<file path="src/rtl/osc_meas_scheduler_pkg.sv">
// Shared types and constants for the ring-oscillator measurement sequencer.
// Imported by the result interface, the window timer and the scheduler top.
package meas_pkg;

    localparam int NUM_OSC = 2;

    typedef logic osc_idx_t;

    localparam osc_idx_t OSC_INV  = 1'b0;
    localparam osc_idx_t OSC_NAND = 1'b1;

    typedef enum logic [2:0] {
        IDLE,
        SETTLE,
        COUNT,
        CAPTURE,
        REPORT,
        GAP
    } state_t;

    // The inverter oscillator always runs first when both are selected.
    function automatic osc_idx_t first_osc(input logic [NUM_OSC-1:0] mask);
        return mask[OSC_INV] ? OSC_INV : OSC_NAND;
    endfunction

    function automatic int max3(input int a, input int b, input int c);
        int m;
        m = (a > b) ? a : b;
        return (m > c) ? m : c;
    endfunction

endpackage

</file>
<file path="src/rtl/osc_meas_scheduler_if.sv">
// Result handshake from the measurement sequencer to the UART/threshold side.
// The producer holds every payload field stable while res_valid is high.
interface osc_meas_scheduler_if
    import meas_pkg::*;
#(
    parameter int CNT_W = 10
);

    logic [CNT_W-1:0] res_value;
    osc_idx_t         res_osc;
    logic             res_sat;
    logic             res_valid;
    logic             res_ready;

    modport master (
        output res_value,
        output res_osc,
        output res_sat,
        output res_valid,
        input  res_ready
    );

    modport slave (
        input  res_value,
        input  res_osc,
        input  res_sat,
        input  res_valid,
        output res_ready
    );

endinterface

</file>
<file path="src/rtl/osc_meas_scheduler_timer.sv">
// Loadable down-counter shared by the SETTLE, COUNT and GAP phases.
// Loaded with (duration - 1); done is high on the last cycle of the phase.
module meas_timer #(
    parameter int TW = 10
) (
    input  logic          clk,
    input  logic          rst,
    input  logic          load,
    input  logic [TW-1:0] load_val,
    input  logic          run,
    output logic          done
);

    logic [TW-1:0] cnt_q;

    always_ff @(posedge clk) begin
        if (rst) begin
            cnt_q <= '0;
        end else if (load) begin
            cnt_q <= load_val;
        end else if (run && (cnt_q != '0)) begin
            cnt_q <= cnt_q - TW'(1);
        end
    end

    assign done = run && (cnt_q == '0);

endmodule

</file>
<file path="src/rtl/osc_meas_scheduler.sv">
// Measurement sequencer: settles each selected ring oscillator, gates the shared
// edge counter over fixed windows, averages 2^LOG2_AVG counts and reports them.
module osc_meas_scheduler
    import meas_pkg::*;
#(
    parameter int CNT_W         = 10,
    parameter int WIN_CYCLES    = 1000,
    parameter int SETTLE_CYCLES = 16,
    parameter int LOG2_AVG      = 2,
    parameter int IDLE_CYCLES   = 10000
) (
    input  logic                 clk,
    input  logic                 rst,
    input  logic                 start,
    input  logic                 auto_mode,
    input  logic                 abort,
    input  logic [NUM_OSC-1:0]   osc_mask,
    input  logic [CNT_W-1:0]     cnt_val,
    output logic [NUM_OSC-1:0]   osc_en,
    output logic                 osc_sel,
    output logic                 cnt_en,
    output logic                 cnt_clr,
    output logic                 busy,
    osc_meas_scheduler_if.master res
);

    localparam int ACC_W   = CNT_W + LOG2_AVG;
    localparam int SMP_W   = LOG2_AVG + 1;
    localparam int MAX_CYC = max3(WIN_CYCLES, SETTLE_CYCLES, IDLE_CYCLES);
    localparam int TW      = (MAX_CYC > 1) ? $clog2(MAX_CYC) : 1;

    state_t           state_q, state_d;
    osc_idx_t         osc_q, osc_d;
    logic             nand_q;
    logic [ACC_W-1:0] acc_q;
    logic             sat_q;
    logic [SMP_W-1:0] smp_q;

    logic             latch_mask;
    logic             xfer;
    logic             timer_load;
    logic [TW-1:0]    timer_val;
    logic             timer_run;
    logic             timer_done;
    logic             active;

    meas_timer #(
        .TW (TW)
    ) u_timer (
        .clk      (clk),
        .rst      (rst),
        .load     (timer_load),
        .load_val (timer_val),
        .run      (timer_run),
        .done     (timer_done)
    );

    assign timer_run = (state_q == SETTLE) || (state_q == COUNT) || (state_q == GAP);

    always_comb begin
        // NOTE: every signal written here gets a default first, so no path through
        // the case statement can leave it unassigned and infer a latch.
        state_d    = state_q;
        osc_d      = osc_q;
        latch_mask = 1'b0;
        xfer       = 1'b0;
        timer_val  = '0;

        unique case (state_q)
            IDLE: begin
                if ((start || auto_mode) && (osc_mask != '0)) begin
                    state_d    = SETTLE;
                    latch_mask = 1'b1;
                    osc_d      = first_osc(osc_mask);
                end
            end
            SETTLE: begin
                if (timer_done) state_d = COUNT;
            end
            COUNT: begin
                if (timer_done) state_d = CAPTURE;
            end
            CAPTURE: begin
                // smp_q still holds the pre-increment count on this cycle.
                state_d = (smp_q == SMP_W'((1 << LOG2_AVG) - 1)) ? REPORT : COUNT;
            end
            REPORT: begin
                if (res.res_ready) begin
                    xfer = 1'b1;
                    if ((osc_q == OSC_INV) && nand_q) begin
                        state_d = SETTLE;
                        osc_d   = OSC_NAND;
                    end else if (auto_mode) begin
                        state_d = GAP;
                    end else begin
                        state_d = IDLE;
                    end
                end
            end
            GAP: begin
                if (timer_done) begin
                    if (auto_mode && (osc_mask != '0)) begin
                        state_d    = SETTLE;
                        latch_mask = 1'b1;
                        osc_d      = first_osc(osc_mask);
                    end else begin
                        state_d = IDLE;
                    end
                end
            end
            default: state_d = IDLE;
        endcase

        if (abort) begin
            state_d    = IDLE;
            latch_mask = 1'b0;
            xfer       = 1'b0;
        end

        unique case (state_d)
            SETTLE:  timer_val = TW'(SETTLE_CYCLES - 1);
            COUNT:   timer_val = TW'(WIN_CYCLES - 1);
            GAP:     timer_val = TW'(IDLE_CYCLES - 1);
            default: timer_val = '0;
        endcase
    end

    // Every entry into a timed phase, including CAPTURE back to COUNT, reloads the timer.
    assign timer_load = (state_d != state_q);

    // NOTE: sequential state uses non-blocking assignments so every register
    // samples the pre-edge values, independent of statement order.
    always_ff @(posedge clk) begin
        if (rst || abort) begin
            // Abort discards the round, including any pending result, just like reset.
            state_q <= IDLE;
            osc_q   <= OSC_INV;
            nand_q  <= 1'b0;
            acc_q   <= '0;
            sat_q   <= 1'b0;
            smp_q   <= '0;
        end else begin
            state_q <= state_d;
            osc_q   <= osc_d;
            if (latch_mask) nand_q <= osc_mask[OSC_NAND];
            if (xfer) begin
                acc_q <= '0;
                sat_q <= 1'b0;
                smp_q <= '0;
            end else if (state_q == CAPTURE) begin
                acc_q <= acc_q + ACC_W'(cnt_val);
                sat_q <= sat_q || (cnt_val == '1);
                smp_q <= smp_q + SMP_W'(1);
            end
        end
    end

    assign active  = (state_q == SETTLE) || (state_q == COUNT) ||
                     (state_q == CAPTURE) || (state_q == REPORT);
    assign osc_en  = active ? (NUM_OSC'(1) << osc_q) : '0;
    assign osc_sel = active && (osc_q == OSC_NAND);
    assign cnt_en  = (state_q == COUNT);
    assign cnt_clr = (state_q == SETTLE) || (state_q == CAPTURE);
    assign busy    = (state_q != IDLE);

    // Payload comes straight from registers that only change on the transfer edge.
    assign res.res_valid = (state_q == REPORT);
    assign res.res_value = res.res_valid ? CNT_W'(acc_q >> LOG2_AVG) : '0;
    assign res.res_osc   = res.res_valid && osc_q;
    assign res.res_sat   = res.res_valid && sat_q;

endmodule

</file>
<file path="src/flat_wrapper.sv">
// flat-port wrapper written by rule: the top's interface ports become plain ports
module osc_meas_scheduler_flat import meas_pkg::*;
#(
    parameter int CNT_W         = 10,
    parameter int WIN_CYCLES    = 1000,
    parameter int SETTLE_CYCLES = 16,
    parameter int LOG2_AVG      = 2,
    parameter int IDLE_CYCLES   = 10000
)
  (clk, rst, start, auto_mode, abort, osc_mask, cnt_val, osc_en, osc_sel, cnt_en, cnt_clr, busy, res_res_value, res_res_osc, res_res_sat, res_res_valid, res_res_ready);
  osc_meas_scheduler_if #(.CNT_W(CNT_W)) res_i ();
  input  logic clk;
  input  logic rst;
  input  logic start;
  input  logic auto_mode;
  input  logic abort;
  input  logic [NUM_OSC-1:0] osc_mask;
  input  logic [CNT_W-1:0] cnt_val;
  output logic [NUM_OSC-1:0] osc_en;
  output logic osc_sel;
  output logic cnt_en;
  output logic cnt_clr;
  output logic busy;
  output wire logic [$bits(res_i.res_value)-1:0] res_res_value;
  output wire logic [$bits(res_i.res_osc)-1:0] res_res_osc;
  output wire logic [$bits(res_i.res_sat)-1:0] res_res_sat;
  output wire logic [$bits(res_i.res_valid)-1:0] res_res_valid;
  input wire logic [$bits(res_i.res_ready)-1:0] res_res_ready;
  assign res_res_value = res_i.res_value;
  assign res_res_osc = res_i.res_osc;
  assign res_res_sat = res_i.res_sat;
  assign res_res_valid = res_i.res_valid;
  assign res_i.res_ready = res_res_ready;
  osc_meas_scheduler #(.CNT_W(CNT_W), .WIN_CYCLES(WIN_CYCLES), .SETTLE_CYCLES(SETTLE_CYCLES), .LOG2_AVG(LOG2_AVG), .IDLE_CYCLES(IDLE_CYCLES)) u_core (.clk(clk), .rst(rst), .start(start), .auto_mode(auto_mode), .abort(abort), .osc_mask(osc_mask), .cnt_val(cnt_val), .osc_en(osc_en), .osc_sel(osc_sel), .cnt_en(cnt_en), .cnt_clr(cnt_clr), .busy(busy), .res(res_i));
endmodule
</file>
<file path="config.mk">
export PLATFORM = sky130hd
export DESIGN_NAME = osc_meas_scheduler_flat
export DESIGN_NICKNAME = d
export VERILOG_FILES = /design/src/rtl/osc_meas_scheduler_pkg.sv /design/src/rtl/osc_meas_scheduler_if.sv /design/src/rtl/osc_meas_scheduler_timer.sv /design/src/rtl/osc_meas_scheduler.sv /design/src/flat_wrapper.sv
export SDC_FILE = /design/constraint.sdc
export NUM_CORES = 1
export LEC_CHECK = 0
export CAP_MARGIN = 15
export CORE_ASPECT_RATIO = 1.2
export CORE_MARGIN = 1
export CORE_UTILIZATION = 60
export CTS_BUF_LIST = sky130_fd_sc_hd__clkbuf_2 sky130_fd_sc_hd__clkbuf_4 sky130_fd_sc_hd__clkbuf_8
export CTS_CLUSTER_DIAMETER = 80
export DETAILED_ROUTE_END_ITERATION = 16
export PLACE_DENSITY = 0.9
export SYNTH_ARGS = -nofsm -noshare
export SYNTH_HDL_FRONTEND = slang
export SYNTH_HIERARCHICAL = 1
export SYNTH_SLANG_ARGS = --single-unit
</file>
<file path="constraint.sdc">
create_clock -name clk -period 7 [get_ports clk]
set_input_delay 1.4 -clock clk [delete_from_list [all_inputs] [get_ports clk]]
set_output_delay 1.4 -clock clk [all_outputs]
set_load 0.05 [all_outputs]
</file>
==> results_dict.tcl <==
set metrics [dict create \
    vias_per_cell 6.23 \
    period_minus_slack_ns 4.21 \
    rsz0062_at_grt "false" \
    detail_route.wl_per_cell_um 15.3 \
    post_cts_buffers 0 \
    antenna_found_initial 0 \
    synth_cell_types 63 \
    numPortBuffers 36 \
    clk_latency_ns 0.29 \
    critPathRequiredTime_ns 5.60 \
    clkTransAtPathRegs_ns 0.07 \
    grt_usage_pct 29.6 \
    synth_area_um2 2600 \
    instances_no_fill 412 \
    p_clk_share_pct 30.3 \
    worst_pin_slew_ns 1.02 \
    setup_violations 0 \
    p_leak_uw 0.00116 \
    grt_max_degree 27 \
    critPathArrivalTime_ns 2.81 \
    synth.avg_cell_area_um2 7.90 \
    fp-row-count 25 \
    yosys-top-cells-area "dfxtp_1 27%, ha_1 6.3%, a21oi_1 5.2%" \
    synth_top_area_cell "dfxtp_1" \
    r2r_cells 10 \
    start_util_pct 64.4 \
    clockBufferDepth 2 \
    startpoint "u_core/state_q[2]" \
    peakVddDrop_mv 0.108 \
    intPower_uw 340 \
    drt_iter0_drc 201 \
    crit_type "register to primary output" \
    p_per_area_nw_per_um2 163 \
    worstHoldEndpoint "u_core/smp_q[1]" \
    dp_hpwl_um 4360 \
    cts_resized 0 \
    switchingPower_uw 157 \
    setup_tns_ns 0 \
    cts_tree "built" \
    comb_power_share_pct 24.6 \
    first_pass_iters 4 \
    cap_violations 0 \
    hold_path_depth 2 \
    hold_buffers 0 \
    critPathMaxFanout 17 \
    synth_flop_cell "dfxtp_1" \
    routed_wl_um 6290 \
    hp-class "register to register" \
    ys_async_sr_fraction_pct 0 \
    vias 2565 \
    grt_pass1_vias 2386 \
    synth_warnings 6 \
    synth-edff-count 0 \
    postRouteAntennaNets 0 \
    r2r_setup_slack_ns 3.01 \
    clock_sinks 35 \
    synth-seq-cells 35 \
    numCtsBuffers 5 \
    synth_top_area_share_pct 27.0 \
    area_growth_pct 17.1 \
    hold_slack_ns 0.467 \
    io_pins 37 \
    fin_skew_ns 0.00549 \
    r2r_end "u_core/u_timer/cnt_q[13]" \
    pwr-share-seq_pct 45.0 \
    gp_congestion 0.913 \
    ys_seq_area_share_pct 27.0 \
    final-hold-violation-count 0 \
    htree_levels 2 \
    grt_pass1_wl_um 10200 \
    synth_commonest_cells "35 x dfxtp_1, 27 x a21oi_1, 22 x nor2_1" \
    dp_cells 405 \
    die_y_um 74.1 \
    cts-root-buf "clkbuf_8" \
    yosys.cell_count.top_type "dfxtp_1" \
    cp-start-kind "register" \
    antenna_cells 0 \
    overflow 0 \
    switching_share_pct 31.6 \
    worstHoldStart "u_core/smp_q[1]" \
    crit_path_end_kind "primary output" \
    die-area_um2 4600 \
    max_freq_mhz 237 \
    drc 0 \
    design.core.area_um2 4040 \
    report.final.slew_viol_count 0 \
    status "completed" \
    die_w_um 62.1 \
    synth_cells 329 \
    r2r-start "u_core/state_q[1]" \
    nets 390 \
    relSlewSlack_pct 31.0 \
    drive_gt1_share_pct 5.31 \
    fin_crit_sh_pct 60.2 \
]
-- power groups by stage --
stage          logic (uW)  registers (uW)  clock network [uW]
2_1_floorplan        95.8             222                   0
3_3_place_gp          117             227                   0
3_5_place_dp          120             228                   0
4_1_cts               121             223                 156
5_1_grt               135             225                 162
6_report              122             224                 151
-- worst max path at each step --
stage / slack, ns / end / cells past startpoint
4_1_cts: 2.79 / res_res_value[5] / 3
5_1_grt: 2.61 / res_res_sat / 3
3_5_place_dp: 3.03 / u_core/u_timer/cnt_q[13] / 8
3_3_place_gp: 3.13 / u_core/u_timer/cnt_q[13] / 8
6_report: 2.79 / res_res_sat / 3
2_1_floorplan: 3.66 / u_core/u_timer/cnt_q[0] / 15
-- area by class of cell --
cell class	instances	area, um^2
clock buffers	6	82.6
clock inverters	1	5.00
repair buffers	36	360
well taps	54	67.6
inverters	19	71.3
flip-flops and latches	35	701
multi-input cells	261	1760
fillers	307	991
-- critical path, stage by stage, from the launching register on --
cell and delay [ns]:
dfxtp_1 0.59, nor3b_2 0.89, and2_1 0.24, clkdlybuf4s50_1 0.80
-- metrics by stage --
step	worst slack, ns	instance area (um^2)	total power (uW)	util, %
floorplan	3.66	2610	318	-
global placement	3.13	2960	345	73.3
detailed placement	3.03	2960	348	73.3
CTS	2.79	3040	501	75.4
global route	2.61	3040	522	75.4
finish	2.79	3040	497	75.4
-- sequential cells by signal, summed over array words and instances, names as in the netlist --
name / cells
u_core/u_timer/cnt_q: 14
u_core/smp_q: 3
u_core/nand_q: 1
u_core/osc_q: 1
u_core/sat_q: 1
u_core/acc_q: 12
u_core/state_q: 3
-- cell usage in the layout, fill, tap and decap left out, types with 5 or more instances in the layout --
cell type        count
and3_1               5
nor2_1              22
o21a_1              10
nor2b_1              6
inv_1               16
dfxtp_1             35
clkbuf_8             6
xor2_1               7
and2_1              16
nand3_1              6
a211oi_1             9
nand2_1             21
nor3_1              15
ha_1                13
o21ai_0              9
nor4_1               8
xnor2_1              5
or3_1                6
mux2i_1              6
clkdlybuf4s50_1     36
a21oi_1             27
-- per-layer routing --
layer  GRT usage, %  up-vias  wire [um]
li1               -     1271          -
met2           51.3       90       3120
met1           32.4     1182       2580
met4           16.3        0        241
met5              0        -          0
met3           6.96       22        343
-- cell families (layout without fill, tap and decap cells) --
group / after synthesis / count (layout) / share of synthesized area, %
AO/OA/AOI/OAI: 95 / 95 / 26.0
XOR/XNOR: 12 / 12 / 4.04
adder cells (fa/ha/maj): 14 / 14 / 7.03
buffers and inverters: 35 / 62 / 5.73
flip-flops: 35 / 35 / 27.0
multiplexers: 7 / 7 / 2.74
other: 1 / 3 / 0.144
AND/OR/NAND/NOR: 130 / 130 / 27.4
Power figures use the tool's default switching activity.
